<file path="config.mk">
export PLATFORM = sky130hd
export DESIGN_NAME = systolic_stream_skewer
export DESIGN_NICKNAME = d
export VERILOG_FILES = /design/src/rtl/systolic_stream_skewer.sv
export SDC_FILE = /design/constraint.sdc
export NUM_CORES = 1
export LEC_CHECK = 0
export BUFFER_PORTS_ARGS = -buffer_cell sky130_fd_sc_hd__buf_2
export CAP_MARGIN = 20
export CORE_MARGIN = 2
export CORE_UTILIZATION = 40
export CTS_CLUSTER_DIAMETER = 100
export DETAILED_ROUTE_END_ITERATION = 16
export RECOVER_POWER = 100
export SETUP_SLACK_MARGIN = 0.4
export SYNTH_ARGS = -nofsm -noshare
export SYNTH_HDL_FRONTEND = slang
export SYNTH_SLANG_ARGS = --single-unit
</file>
<file path="constraint.sdc">
create_clock -name clk -period 1.8 [get_ports clk]
set_input_delay 0.18 -clock clk [delete_from_list [all_inputs] [get_ports clk]]
set_output_delay 0.18 -clock clk [all_outputs]
set_load 0.05 [all_outputs]
</file>
<file path="src/rtl/systolic_stream_skewer.sv">
// Staircase skewer that feeds A rows and B columns into a systolic array. It supports OS, WS_LOAD and WS_COMP tile modes.
// Optional SYSTOLIC_SKEW_BEAT_CNT_EN adds a per-tile accepted-beat counter output.

module skew_lane #(
  parameter int DATA_WIDTH = 8,
  parameter int DEPTH      = 1
) (
  input  logic                  clk,
  input  logic                  rst,
  input  logic                  en,
  input  logic                  bypass,
  input  logic                  dv,
  input  logic [DATA_WIDTH-1:0] d,
  output logic [DATA_WIDTH-1:0] q,
  output logic                  qv
);
  logic [DEPTH-1:0][DATA_WIDTH-1:0] dat;
  logic [DEPTH-1:0]                 vld_pipe;

  // In bypass mode the tail stages only ever hold zeros.
  // A later tile in skewed mode therefore never sees stale bypassed data.
  always_ff @(posedge clk) begin
    if (rst) begin
      dat      <= '0;
      vld_pipe <= '0;
    end else if (en) begin
      dat[0]      <= dv ? d : '0;
      vld_pipe[0] <= dv;
      for (int k = 1; k < DEPTH; k++) begin
        dat[k]      <= bypass ? '0 : dat[k-1];
        vld_pipe[k] <= ~bypass & vld_pipe[k-1];
      end
    end
  end

  assign q  = bypass ? dat[0]      : dat[DEPTH-1];
  assign qv = bypass ? vld_pipe[0] : vld_pipe[DEPTH-1];
endmodule

module systolic_stream_skewer #(
  parameter int DATA_WIDTH = 8,
  parameter int ROWS       = 4,
  parameter int COLS       = 4
) (
  input  logic                       clk,
  input  logic                       rst,
  input  logic [1:0]                 mode,
  input  logic                       stall,
  input  logic                       in_valid,
  input  logic                       in_last,
  output logic                       in_ready,
  input  logic [DATA_WIDTH*ROWS-1:0] a_in,
  input  logic [DATA_WIDTH*COLS-1:0] b_in,
  output logic [DATA_WIDTH*ROWS-1:0] a_out,
  output logic [DATA_WIDTH*COLS-1:0] b_out,
  output logic [ROWS-1:0]            a_lane_valid,
  output logic [COLS-1:0]            b_lane_valid,
  output logic                       busy,
  output logic                       done
`ifdef SYSTOLIC_SKEW_BEAT_CNT_EN
  , output logic [15:0]              beat_count
`endif
);
  localparam logic [1:0] M_OS  = 2'b00;
  localparam logic [1:0] M_WSL = 2'b01;
  localparam logic [1:0] M_WSC = 2'b10;
  localparam int MAXRC = (ROWS > COLS) ? ROWS : COLS;
  localparam int CW    = (MAXRC > 1) ? $clog2(MAXRC + 1) : 1;

  typedef enum logic [1:0] {S_IDLE, S_STREAM, S_DRAIN, S_DONE} state_t;

  state_t          state, state_d;
  logic [1:0]      mode_q, mode_d, eff_mode;
  logic [CW-1:0]   cnt, cnt_d, drain_d;
  logic            accept, adv, a_dv, b_dv, b_bypass;

  assign in_ready = ~stall & (state == S_IDLE || state == S_STREAM);
  assign accept   = in_valid & in_ready;
  assign adv      = ~stall;
  assign busy     = (state == S_STREAM) || (state == S_DRAIN);
  assign done     = (state == S_DONE);
  // Mode is taken live only for the opening beat of a tile.
  assign eff_mode = (state == S_IDLE) ? mode : mode_q;
  assign a_dv     = accept & (eff_mode != M_WSL);
  assign b_dv     = accept & (eff_mode != M_WSC);
  assign b_bypass = (mode_q == M_WSL);

  always_comb begin
    case (eff_mode)
      M_WSL:   drain_d = '0;
      M_WSC:   drain_d = CW'(ROWS - 1);
      default: drain_d = CW'(MAXRC - 1);
    endcase
  end

  always_ff @(posedge clk) begin
    if (rst) begin
      state  <= S_IDLE;
      cnt    <= '0;
      mode_q <= M_OS;
    end else if (adv) begin
      state  <= state_d;
      cnt    <= cnt_d;
      mode_q <= mode_d;
    end
  end

  // Zero drain depth skips DRAIN so done lands on the cycle right after the last beat.
  always_comb begin
    state_d = state;
    cnt_d   = cnt;
    mode_d  = mode_q;
    case (state)
      S_IDLE, S_STREAM: begin
        if (accept) begin
          mode_d  = eff_mode;
          state_d = S_STREAM;
          if (in_last) begin
            cnt_d   = drain_d;
            state_d = (drain_d == '0) ? S_DONE : S_DRAIN;
          end
        end
      end
      S_DRAIN: begin
        cnt_d = cnt - CW'(1);
        if (cnt == CW'(1)) state_d = S_DONE;
      end
      default: state_d = S_IDLE;
    endcase
  end

  for (genvar i = 0; i < ROWS; i++) begin : g_a
    skew_lane #(.DATA_WIDTH(DATA_WIDTH), .DEPTH(i + 1)) u_lane (
      .clk    (clk),
      .rst    (rst),
      .en     (adv),
      .bypass (1'b0),
      .dv     (a_dv),
      .d      (a_in[i*DATA_WIDTH +: DATA_WIDTH]),
      .q      (a_out[i*DATA_WIDTH +: DATA_WIDTH]),
      .qv     (a_lane_valid[i])
    );
  end

  for (genvar j = 0; j < COLS; j++) begin : g_b
    skew_lane #(.DATA_WIDTH(DATA_WIDTH), .DEPTH(j + 1)) u_lane (
      .clk    (clk),
      .rst    (rst),
      .en     (adv),
      .bypass (b_bypass),
      .dv     (b_dv),
      .d      (b_in[j*DATA_WIDTH +: DATA_WIDTH]),
      .q      (b_out[j*DATA_WIDTH +: DATA_WIDTH]),
      .qv     (b_lane_valid[j])
    );
  end

`ifdef SYSTOLIC_SKEW_BEAT_CNT_EN
  always_ff @(posedge clk) begin
    if (rst) begin
      beat_count <= '0;
    end else if (adv && accept) begin
      if (state == S_IDLE)             beat_count <= 16'd1;
      else if (beat_count != 16'hFFFF) beat_count <= beat_count + 16'd1;
    end
  end
`endif
endmodule

</file>
==> results.md <==
- Clock slew at reported path FFs: 0.07 ns
- NumNets Final: 1047
- Antenna-violating nets left: 0
- Clk_lat worst skew: 0.42 ns
- Area leader, netlist: dfxtp_1
- HP Class: in2reg
- Startpoint Class: register
- CTS sink cnt: 175
- Cell variety after synth: 33
- CP cell instances: nand2b_4 -> buf_12 -> nand2_1 -> nand2_1 -> buf_6
- Worst-Margin Slew: 1.21 ns
- Cell leakage power: 3.93 nW
- Global-route wire length before repair: 28400 um
- CP max stage delay: 0.37 ns
- Wirelength per Cell: 15.0 um
- Number of flops mapped to enable cells by yosys: 0
- Die Span Y: 140 um
- Slew HR: 0.191
- Pre-antenna DRT Iters: 4
- Die Area: 19700 um^2
- Cell area after synthesis: 7450 um^2
- Post-synth net total: 862
- Pwr Total: 9.01 mW
- Final Critical Period: 1.72 ns
- Hold Vio Cnt, Final: 0
- WL final: 18200 um
- Synthesized instance count: 785
- H-tree Lvls: 4
- Port bufs: 145
- Final setup fails: 0
- Worst path most repeated cell: nand2_1
- Starting Density: 0.410
- Critical Path Slowest Stage Cell: dfxtp_4
- Yosys synthesis warning count: 0
- FF+latch count, synth: 175
- Max Clock Freq: 582 MHz
- Vias: 5920
- Die width: 140 um
- Largest net degree at the start of global routing: 155
- Sequential area share after synthesis: 0.470
- RSZ-0062 raised after global routing: yes
- Final Wtd Congestion: 0.719
- Core Region: 18100 um^2
- Final period utilization: 0.955
- Max IR drop VDD: 0.000621 V
- Crit Path Max Fanout: 8
- Layout cells sized above 1: 0.350
- Hpwl dp: 9900 um
- Worst EP arrival: 1.54 ns
- Root Driver: clkbuf_16
- Ys flop type: dfxtp_1
- Top cells by area, synth: dfxtp_1 47%, a22oi_2 9.7%, mux2i_1 7.1%
- Total track usage: 0.178
- Initial DRC Count: 285
- Grt ovf: 0
- Ys async rst share: 0
- Initial antenna violation count: 0
- Req. time, crit path: 1.62 ns
- Final setup TNS: 0 ns
- Max-slew violations: 0
- Top-count cell post-synth: dfxtp_1
- Status: completed
- Vias in the first global route: 5615
- N_diodes: 0
- Clock skew: 0.00804 ns
- Top cell type's share of synthesized area: 0.470
- Pre-CTS setup slack: 0.0677 ns
- Post-route core utilization: 0.558
- Area grow syn2layout: 35.9%
- PwrDens: 890 nW/um^2
- Io pins: 146
- WS Path Type: reg2out
- Non-Filler Instances: 1211
- Clk buf depth: 2
- Maxcap violations: 0
- Rows: 49
- Post-route setup slack: 0.0811 ns
- Cells after DPL: 1081
- Syn_area_per_cell: 9.49 um^2
- CTS tree: done
- CTS Buf Count: 17
- Worst setup EP type: primary output
- Vias per Instance: 4.89
- Synth top cells by count: 175 x dfxtp_1, 131 x nand2_1, 63 x nor2_1
- Residual DRC: 0
==> per-layer routing <==
layer,global-route usage,vias to the layer above,share of wire
met2,0.301,121,0.49
met4,0.0532,0,0.010
met1,0.224,2801,0.45
met3,0.0489,14,0.048
met5,0,-,0
li1,-,2984,-
==> cell usage in the layout, fill, tap and decap left out, drive strengths merged <==
cell	netlist	layout
clkbuf	34	78
clkinvlp	0	3
nor3b	2	2
nand3	1	1
nand3b	50	50
dlygate4sd3	0	61
a311oi	2	2
mux2i	53	53
a31oi	1	1
nand4b	1	1
nand2b	6	6
nand2	131	131
bufinv	0	2
dfxtp	175	175
a211oi	3	3
nor2	121	121
o21ai	2	2
a21oi	54	54
nor4	2	2
ha	6	6
buf	59	139
and3b	2	2
a22oi	64	64
o31ai	1	1
inv	8	11
o21ba	1	1
clkinv	0	4
a21bo	1	1
nor3	1	1
o21bai	1	1
nor2b	3	3
==> cell type report <==
type / count / area (um^2)
multi-input combinational: 509 / 3550
sequential: 175 / 3520
clock buffer: 19 / 443
clock inverter: 12 / 135
fill: 1653 / 8030
inverter: 8 / 35.0
timing repair buffer: 259 / 2150
tap: 229 / 287
==> report_power, final <==
part	internal [mW]	total, mW	switching (mW)	leakage (nW)
logic	0.606	1.31	0.705	2.24
registers	3.97	4.04	0.0726	1.42
clock network	2.09	3.66	1.57	0.278
total	6.66	9.01	2.35	3.93
==> final timing paths <==
path	slack (ns)	to	depth (start not counted)	start
max	0.08	b_out[24]	5	mode_q[1]$_SDFFE_PP0P_
min	0.02	g_b[3].u_lane.dat[2]$_SDFFE_PP0N_	3	b_in[26]
max reg2reg	0.09	g_b[2].u_lane.dat[4]$_SDFFE_PP0N_	9	state[1]$_SDFFE_PP0P_
min reg2reg	0.46	g_b[1].u_lane.dat[12]$_SDFFE_PP0N_	2	g_b[1].u_lane.dat[12]$_SDFFE_PP0N_
==> critical path, delay by kind of cell, from the launching register on <==
kind                   cells  cell delay (ns)
buffers and inverters      2             0.33
DFF                        1             0.37
and+or+nand+nor            3             0.42
==> metrics by stage <==
| step | instance area, um^2 | hold WS [ns] |
|---|---|---|
| 5_1_grt | 10100 | 0.0137 |
| 6_report | 10100 | 0.0217 |
| 3_3_place_gp | 8260 | 0.404 |
| 4_1_cts | 10200 | 0.00107 |
| 3_5_place_dp | 8260 | 0.410 |
| 2_1_floorplan | 7550 | 0.308 |
==> cells by family (layout without fill, tap and decap cells) <==
family	after synthesis	count (layout)	synth area share
buffers and inverters	101	298	0.0764
multiplexers	53	53	0.0712
AND/OR/NAND/NOR	320	320	0.217
flip-flops	175	175	0.470
AO/OA/AOI/OAI	130	130	0.155
adder cells (fa/ha/maj)	6	6	0.0101
==> flip-flops by register name (all words and copies together), names as in the netlist <==
signal and cells:
g_a.u_lane.dat 72, g_b.u_lane.dat 72, g_a.u_lane.q 8, g_b.u_lane.q 8, g_a.u_lane.vld_pipe 4, g_b.u_lane.vld_pipe 4
cnt 3, mode_q 2, state 2
==> repair_timing <==
| item | CTS | global route |
|---|---|---|
| hold buffers | 61 | 0 |
| setup buffers | 23 | 3 |
| hold endpoints to repair | 61 | 0 |
| resized for setup | 108 | 44 |
| setup endpoints to repair | 101 | 109 |
| pin swaps | 23 | 28 |
| cloned | 6 | 6 |
(Power assumes the default switching activity.)
